--- config.mk ---
export PLATFORM = sky130hd
export DESIGN_NAME = seg7_scan_driver
export DESIGN_NICKNAME = d
export VERILOG_FILES = /design/src/rtl/seg7_scan_driver.sv
export SDC_FILE = /design/constraint.sdc
export NUM_CORES = 1
export LEC_CHECK = 0
export ABC_AREA = 1
export CAP_MARGIN = 5
export CORE_UTILIZATION = 45
export CTS_BUF_LIST = sky130_fd_sc_hd__clkbuf_4
export CTS_CLUSTER_SIZE = 8
export DETAILED_ROUTE_END_ITERATION = 7
export PLACE_DENSITY = 0.66
export SLEW_MARGIN = 5
export SYNTH_ARGS = -nofsm -noshare
export SYNTH_HDL_FRONTEND = slang
export SYNTH_SLANG_ARGS = --single-unit
export TNS_END_PERCENT = 20
--- constraint.sdc ---
create_clock -name clk -period 6.4 [get_ports clk]
set_input_delay 1.28 -clock clk [delete_from_list [all_inputs] [get_ports clk]]
set_output_delay 1.28 -clock clk [all_outputs]
set_load 0.01 [all_outputs]
--- src/rtl/seg7_scan_driver.sv ---
// Four-digit common-anode seven-segment scan driver with a load-strobed snapshot,
// inter-digit blanking gap, optional leading-zero blanking and a fixed decimal point.
module seg7_scan_driver #(
    parameter int SCAN_DIV   = 100000,
    parameter int GAP_CYCLES = 16
) (
    input  logic       clk,
    input  logic       rst_n,
    input  logic       load,
    input  logic [3:0] seconds,
    input  logic [3:0] tenths,
    input  logic [3:0] hundredths,
    input  logic [3:0] thousandths,
    input  logic       blank_lz,
    output logic [6:0] seg,
    output logic       dp,
    output logic [3:0] an,
    output logic       frame_done
);

    localparam int PW = (SCAN_DIV > 1) ? $clog2(SCAN_DIV) : 1;
    localparam int GW = (GAP_CYCLES > 0) ? $clog2(GAP_CYCLES + 1) : 1;
    localparam logic [PW-1:0] P_LAST = PW'(SCAN_DIV - 1);
    localparam logic [GW-1:0] G_LAST = GW'(GAP_CYCLES - 1);

    localparam logic [1:0] ST_PEND = 2'd0;
    localparam logic [1:0] ST_SHOW = 2'd1;
    localparam logic [1:0] ST_GAP  = 2'd2;

    logic [1:0]    state, state_n;
    logic [1:0]    idx, idx_n;
    logic [PW-1:0] pcnt, pcnt_n;
    logic [GW-1:0] gcnt, gcnt_n;
    logic          slot_start;
    logic [3:0]    snap_s, snap_t, snap_h, snap_th;
    logic [3:0]    digit_sel;
    logic [6:0]    seg_dec;

    function automatic logic [6:0] decode(input logic [3:0] d);
        case (d)
            4'd0:    decode = 7'b1000000;
            4'd1:    decode = 7'b1111001;
            4'd2:    decode = 7'b0100100;
            4'd3:    decode = 7'b0110000;
            4'd4:    decode = 7'b0011001;
            4'd5:    decode = 7'b0010010;
            4'd6:    decode = 7'b0000010;
            4'd7:    decode = 7'b1111000;
            4'd8:    decode = 7'b0000000;
            4'd9:    decode = 7'b0010000;
            default: decode = 7'b0111111;
        endcase
    endfunction

    // Next-state logic; slot_start marks the edge where a new digit is decoded.
    always_comb begin
        state_n    = state;
        idx_n      = idx;
        pcnt_n     = pcnt;
        gcnt_n     = gcnt;
        slot_start = 1'b0;
        case (state)
            ST_PEND: begin
                state_n    = ST_SHOW;
                idx_n      = 2'd0;
                pcnt_n     = '0;
                slot_start = 1'b1;
            end
            ST_SHOW: begin
                if (pcnt == P_LAST) begin
                    pcnt_n = '0;
                    if (GAP_CYCLES > 0) begin
                        state_n = ST_GAP;
                        gcnt_n  = '0;
                    end else begin
                        idx_n      = idx + 2'd1;
                        slot_start = 1'b1;
                    end
                end else begin
                    pcnt_n = pcnt + 1'b1;
                end
            end
            ST_GAP: begin
                if (gcnt == G_LAST) begin
                    state_n    = ST_SHOW;
                    idx_n      = idx + 2'd1;
                    pcnt_n     = '0;
                    gcnt_n     = '0;
                    slot_start = 1'b1;
                end else begin
                    gcnt_n = gcnt + 1'b1;
                end
            end
            default: state_n = ST_PEND;
        endcase
    end

    always_comb begin
        case (idx_n)
            2'd0:    digit_sel = snap_th;
            2'd1:    digit_sel = snap_h;
            2'd2:    digit_sel = snap_t;
            default: digit_sel = snap_s;
        endcase
        seg_dec = decode(digit_sel);
    end

    always_ff @(posedge clk or negedge rst_n) begin
        if (!rst_n) begin
            state      <= ST_PEND;
            idx        <= 2'd0;
            pcnt       <= '0;
            gcnt       <= '0;
            snap_s     <= 4'd0;
            snap_t     <= 4'd0;
            snap_h     <= 4'd0;
            snap_th    <= 4'd0;
            seg        <= 7'h7F;
            dp         <= 1'b1;
            an         <= 4'hF;
            frame_done <= 1'b0;
        end else begin
            state <= state_n;
            idx   <= idx_n;
            pcnt  <= pcnt_n;
            gcnt  <= gcnt_n;
            if (load) begin
                snap_s  <= seconds;
                snap_t  <= tenths;
                snap_h  <= hundredths;
                snap_th <= thousandths;
            end
            // Slot start decodes the pre-edge snapshot, so a load never alters a lit digit.
            if (slot_start) begin
                an  <= ~(4'b0001 << idx_n);
                dp  <= (idx_n != 2'd3);
                seg <= (idx_n == 2'd3 && blank_lz && snap_s == 4'd0) ? 7'h7F : seg_dec;
            end else if (state_n == ST_GAP) begin
                an  <= 4'hF;
                dp  <= 1'b1;
                seg <= 7'h7F;
            end
            frame_done <= (state_n == ST_SHOW) && (idx_n == 2'd3) && (pcnt_n == P_LAST);
        end
    end

endmodule

==> summary.txt <==
Timing
  • Final hold vios: 0
  • Max-slew violations: 0
  • Tightest Pin Transition: 0.7263 ns
  • Final TNS setup: 0 ns
  • Final period utilization: 0.4325
  • Relative slew slack: 0.5143
  • Max Clk Rate: 0.3613 GHz
  • Min cycle time layout: 2.768 ns
  • Setup violators final: 0
  • Final clock skew: 0.01087 ns
  • Unrepaired setup endpoints after global routing: no

Die
  • # IOs: 33
  • Die Wd: 84.49 µm
  • Die Span Y: 84.49 µm
  • Die area: 0.007138 mm²
  • CORE AREA: 0.006459 mm²
  • Initial core utilization: 0.4740
  • FP Rows: 29

Yosys
  • Dominant synthesized flop cell: dfrtp_1
  • Synth top cells by count: nand2_1 (109), inv_1 (53), nand3_1 (49)
  • Post-synth EDFFs: 0
  • Mean Syn Cell Area: 7.810 µm²
  • Largest area contributor in the netlist: dfrtp_1
  • Post-Syn Area: 0.003062 mm²
  • Synth area leaders: dfrtp_1 (35%), nand2_1 (13%), dfstp_2 (9.4%), nand3_1 (8.0%), inv_1 (6.5%)
  • Seq cells post-synth: 54
  • Post-synth net total: 417
  • Cell count after synthesis: 392
  • Seq/Total Area, Yosys: 0.4459
  • Ys async rst share: 1.000
  • Most frequent cell after synthesis: nand2_1
  • Synth Warn #: 0
  • Post-synth top area share: 0.3515
  • Netlist cell types: 39

Drt
  • Drt first pass iters: 8
  • Drc violations: 2
  • DRT iter0 DRCs: 138
  • Antenna Nets Post-Route: 0
  • Vias per cell: 5.147
  • Avg WL per Cell: 12.50 µm
  • Via Count: 2594
  • Post-Route WL: 6301 µm

Global routing
  • First-pass GRT wire length: 11500 µm
  • Overflow after GRT: 0
  • Via count of the first global-routing pass: 2544
  • Pin count of the biggest net entering global routing: 55
  • Initial antenna violation count: 0
  • Tot GR Track Use: 0.1997

Finish
  • FF/Latch Area: 0.001365 mm²
  • Fillcell total: 625
  • Multi-input gate area: 0.001449 mm²
  • Fin util: 0.5417
  • Nets@finish: 451
  • Layout area overhead: 14.26%
  • N_diodes: 0
  • Layout cells sized above 1: 0.1218

Hold path
  • Worst hold path class: reg -> reg
  • HP Start: seg[0]$_DFFE_PN1P_

Power and ir drop
  • Maximum vdd drop: 0.1032 mV
  • Pwr per Cell Area: 171.6 mW/mm²
  • Pleak: 1.709 nW

Clock network
  • Hold-fix buffers at CTS: 0
  • Skew-Pair Late Insertion Delay: 0.38 ns
  • Reg clk slew, reported paths: 0.17 ns
  • CTS Buf Count: 5
  • # Post-CTS Setup Buffers: 0
  • CTS tree: done
  • CTS Buffer Depth: 2
  • CTS resizes: 0
  • Root Driver: clkbuf_4
  • Max H-tree Level: 2
  • Clock Sinks: 54

Critical path
  • Reg2reg start: gcnt[0]$_DFFE_PN0P_
  • Crit-path slowest cell: dfstp_2
  • Critical path origin: dp$_DFFE_PN1P_
  • Critical path type: reg -> out
  • Max stage delay on crit path: 0.57 ns
  • Top delay family on crit path: flip-flops
  • Startpoint types: flip-flop
  • Critical Path, Cell by Cell: clkdlybuf4s50_1
  • Worst-path fanout max: 3
  • Req. time, crit path: 5.12 ns
  • CP arrival: 1.49 ns
  • WP buf/inv: 1
  • Critical Path Sink Type: primary output

Outcome
  • Failing checks: DRC
  • Status: complete, but fails checks

Place
  • Dpl hpwl: 4607 µm
  • GP Congestion: 0.8778
  • Number of port buffers: 32

Job
  • Max-Cap Viols: 0
[flip-flops by register name (all words and copies together), names as in the netlist]
register    cells
an              3
dp              1
frame_done      1
gcnt            5
idx             2
pcnt           17
seg             7
snap_h          4
snap_s          4
snap_t          4
snap_th         4
state           2
[metrics by stage]
| stage | worst slack [ns] | area (µm²) | std cells | power, mW | hold slack, ns |
|---|---|---|---|---|---|
| after floorplan | 4.307 | 3062 | 392 | 0.4104 | 0.4811 |
| after global placement | 3.663 | 3436 | 496 | 0.4446 | 0.4978 |
| after detailed placement | 3.638 | 3436 | 496 | 0.4462 | 0.4924 |
| after CTS | 3.598 | 3498 | 504 | 0.6085 | 0.5169 |
| after global routing | 3.569 | 3498 | 504 | 0.6321 | 0.5423 |
| final | 3.632 | 3498 | 504 | 0.6003 | 0.5186 |
[cell type report]
type | count | area share
Clock buffer | 5 | 0.01073
Clock inverter | 3 | 0.007153
Inverter | 54 | 0.05794
Multi-Input combinational cell | 278 | 0.4142
Sequential cell | 54 | 0.3902
Tap cell | 77 | 0.02754
Timing Repair Buffer | 33 | 0.09227
[path summary, 6_finish.rpt]
path / end / slack [ns] / cells after the start
worst min-delay path: seg[0]$_DFFE_PN1P_ / 0.52 / 2
worst max-delay path: dp / 3.63 / 1
worst min register to register: seg[0]$_DFFE_PN1P_ / 0.52 / 2
worst max register to register: seg[4]$_DFFE_PN1P_ / 3.95 / 14
min in group asynchronous: pcnt[7]$_DFF_PN0_ / 0.99 / 2
max in group asynchronous: idx[0]$_DFF_PN0_ / 4.98 / 2
[routing by layer]
layer  wire (µm)  global-route usage
met5           0                   0
met4          57             0.05701
met3         214             0.03245
met2        2708              0.3149
met1        3320              0.2854
[cells in the final DEF, fill, tap and decap left out, types with 2 or more instances in the layout]
cell and instances:
clkbuf_4 5, or2_2 5, nor2_4 2, o21ai_0 18
nor3_1 5, nand4_1 8, nand2_4 2, nand2_1 109
nor2_2 3, nor2_1 32, dfstp_2 11, ha_1 5
clkdlybuf4s50_1 31, a21oi_1 7, nand3_1 49, inv_1 53
mux2_2 12, nand2_2 3, xor2_1 3, dfrtp_1 43
[cell families after synthesis]
| group | synth area share |
|---|---|
| AO/OA/AOI/OAI | 0.07071 |
| XOR/XNOR | 0.01144 |
| adder cells (fa/ha/maj) | 0.02043 |
| buffers and inverters | 0.08091 |
| flip-flops | 0.4459 |
| multiplexers | 0.04414 |
| AND/OR/NAND/NOR | 0.3265 |
[power by group]
part           total [mW]  switching (mW)  internal, mW
combinational      0.0719          0.0351        0.0368
sequential          0.367         0.00859         0.359
clock               0.161           0.116        0.0452
total               0.600           0.160         0.441
Power figures use the tool's default switching activity.
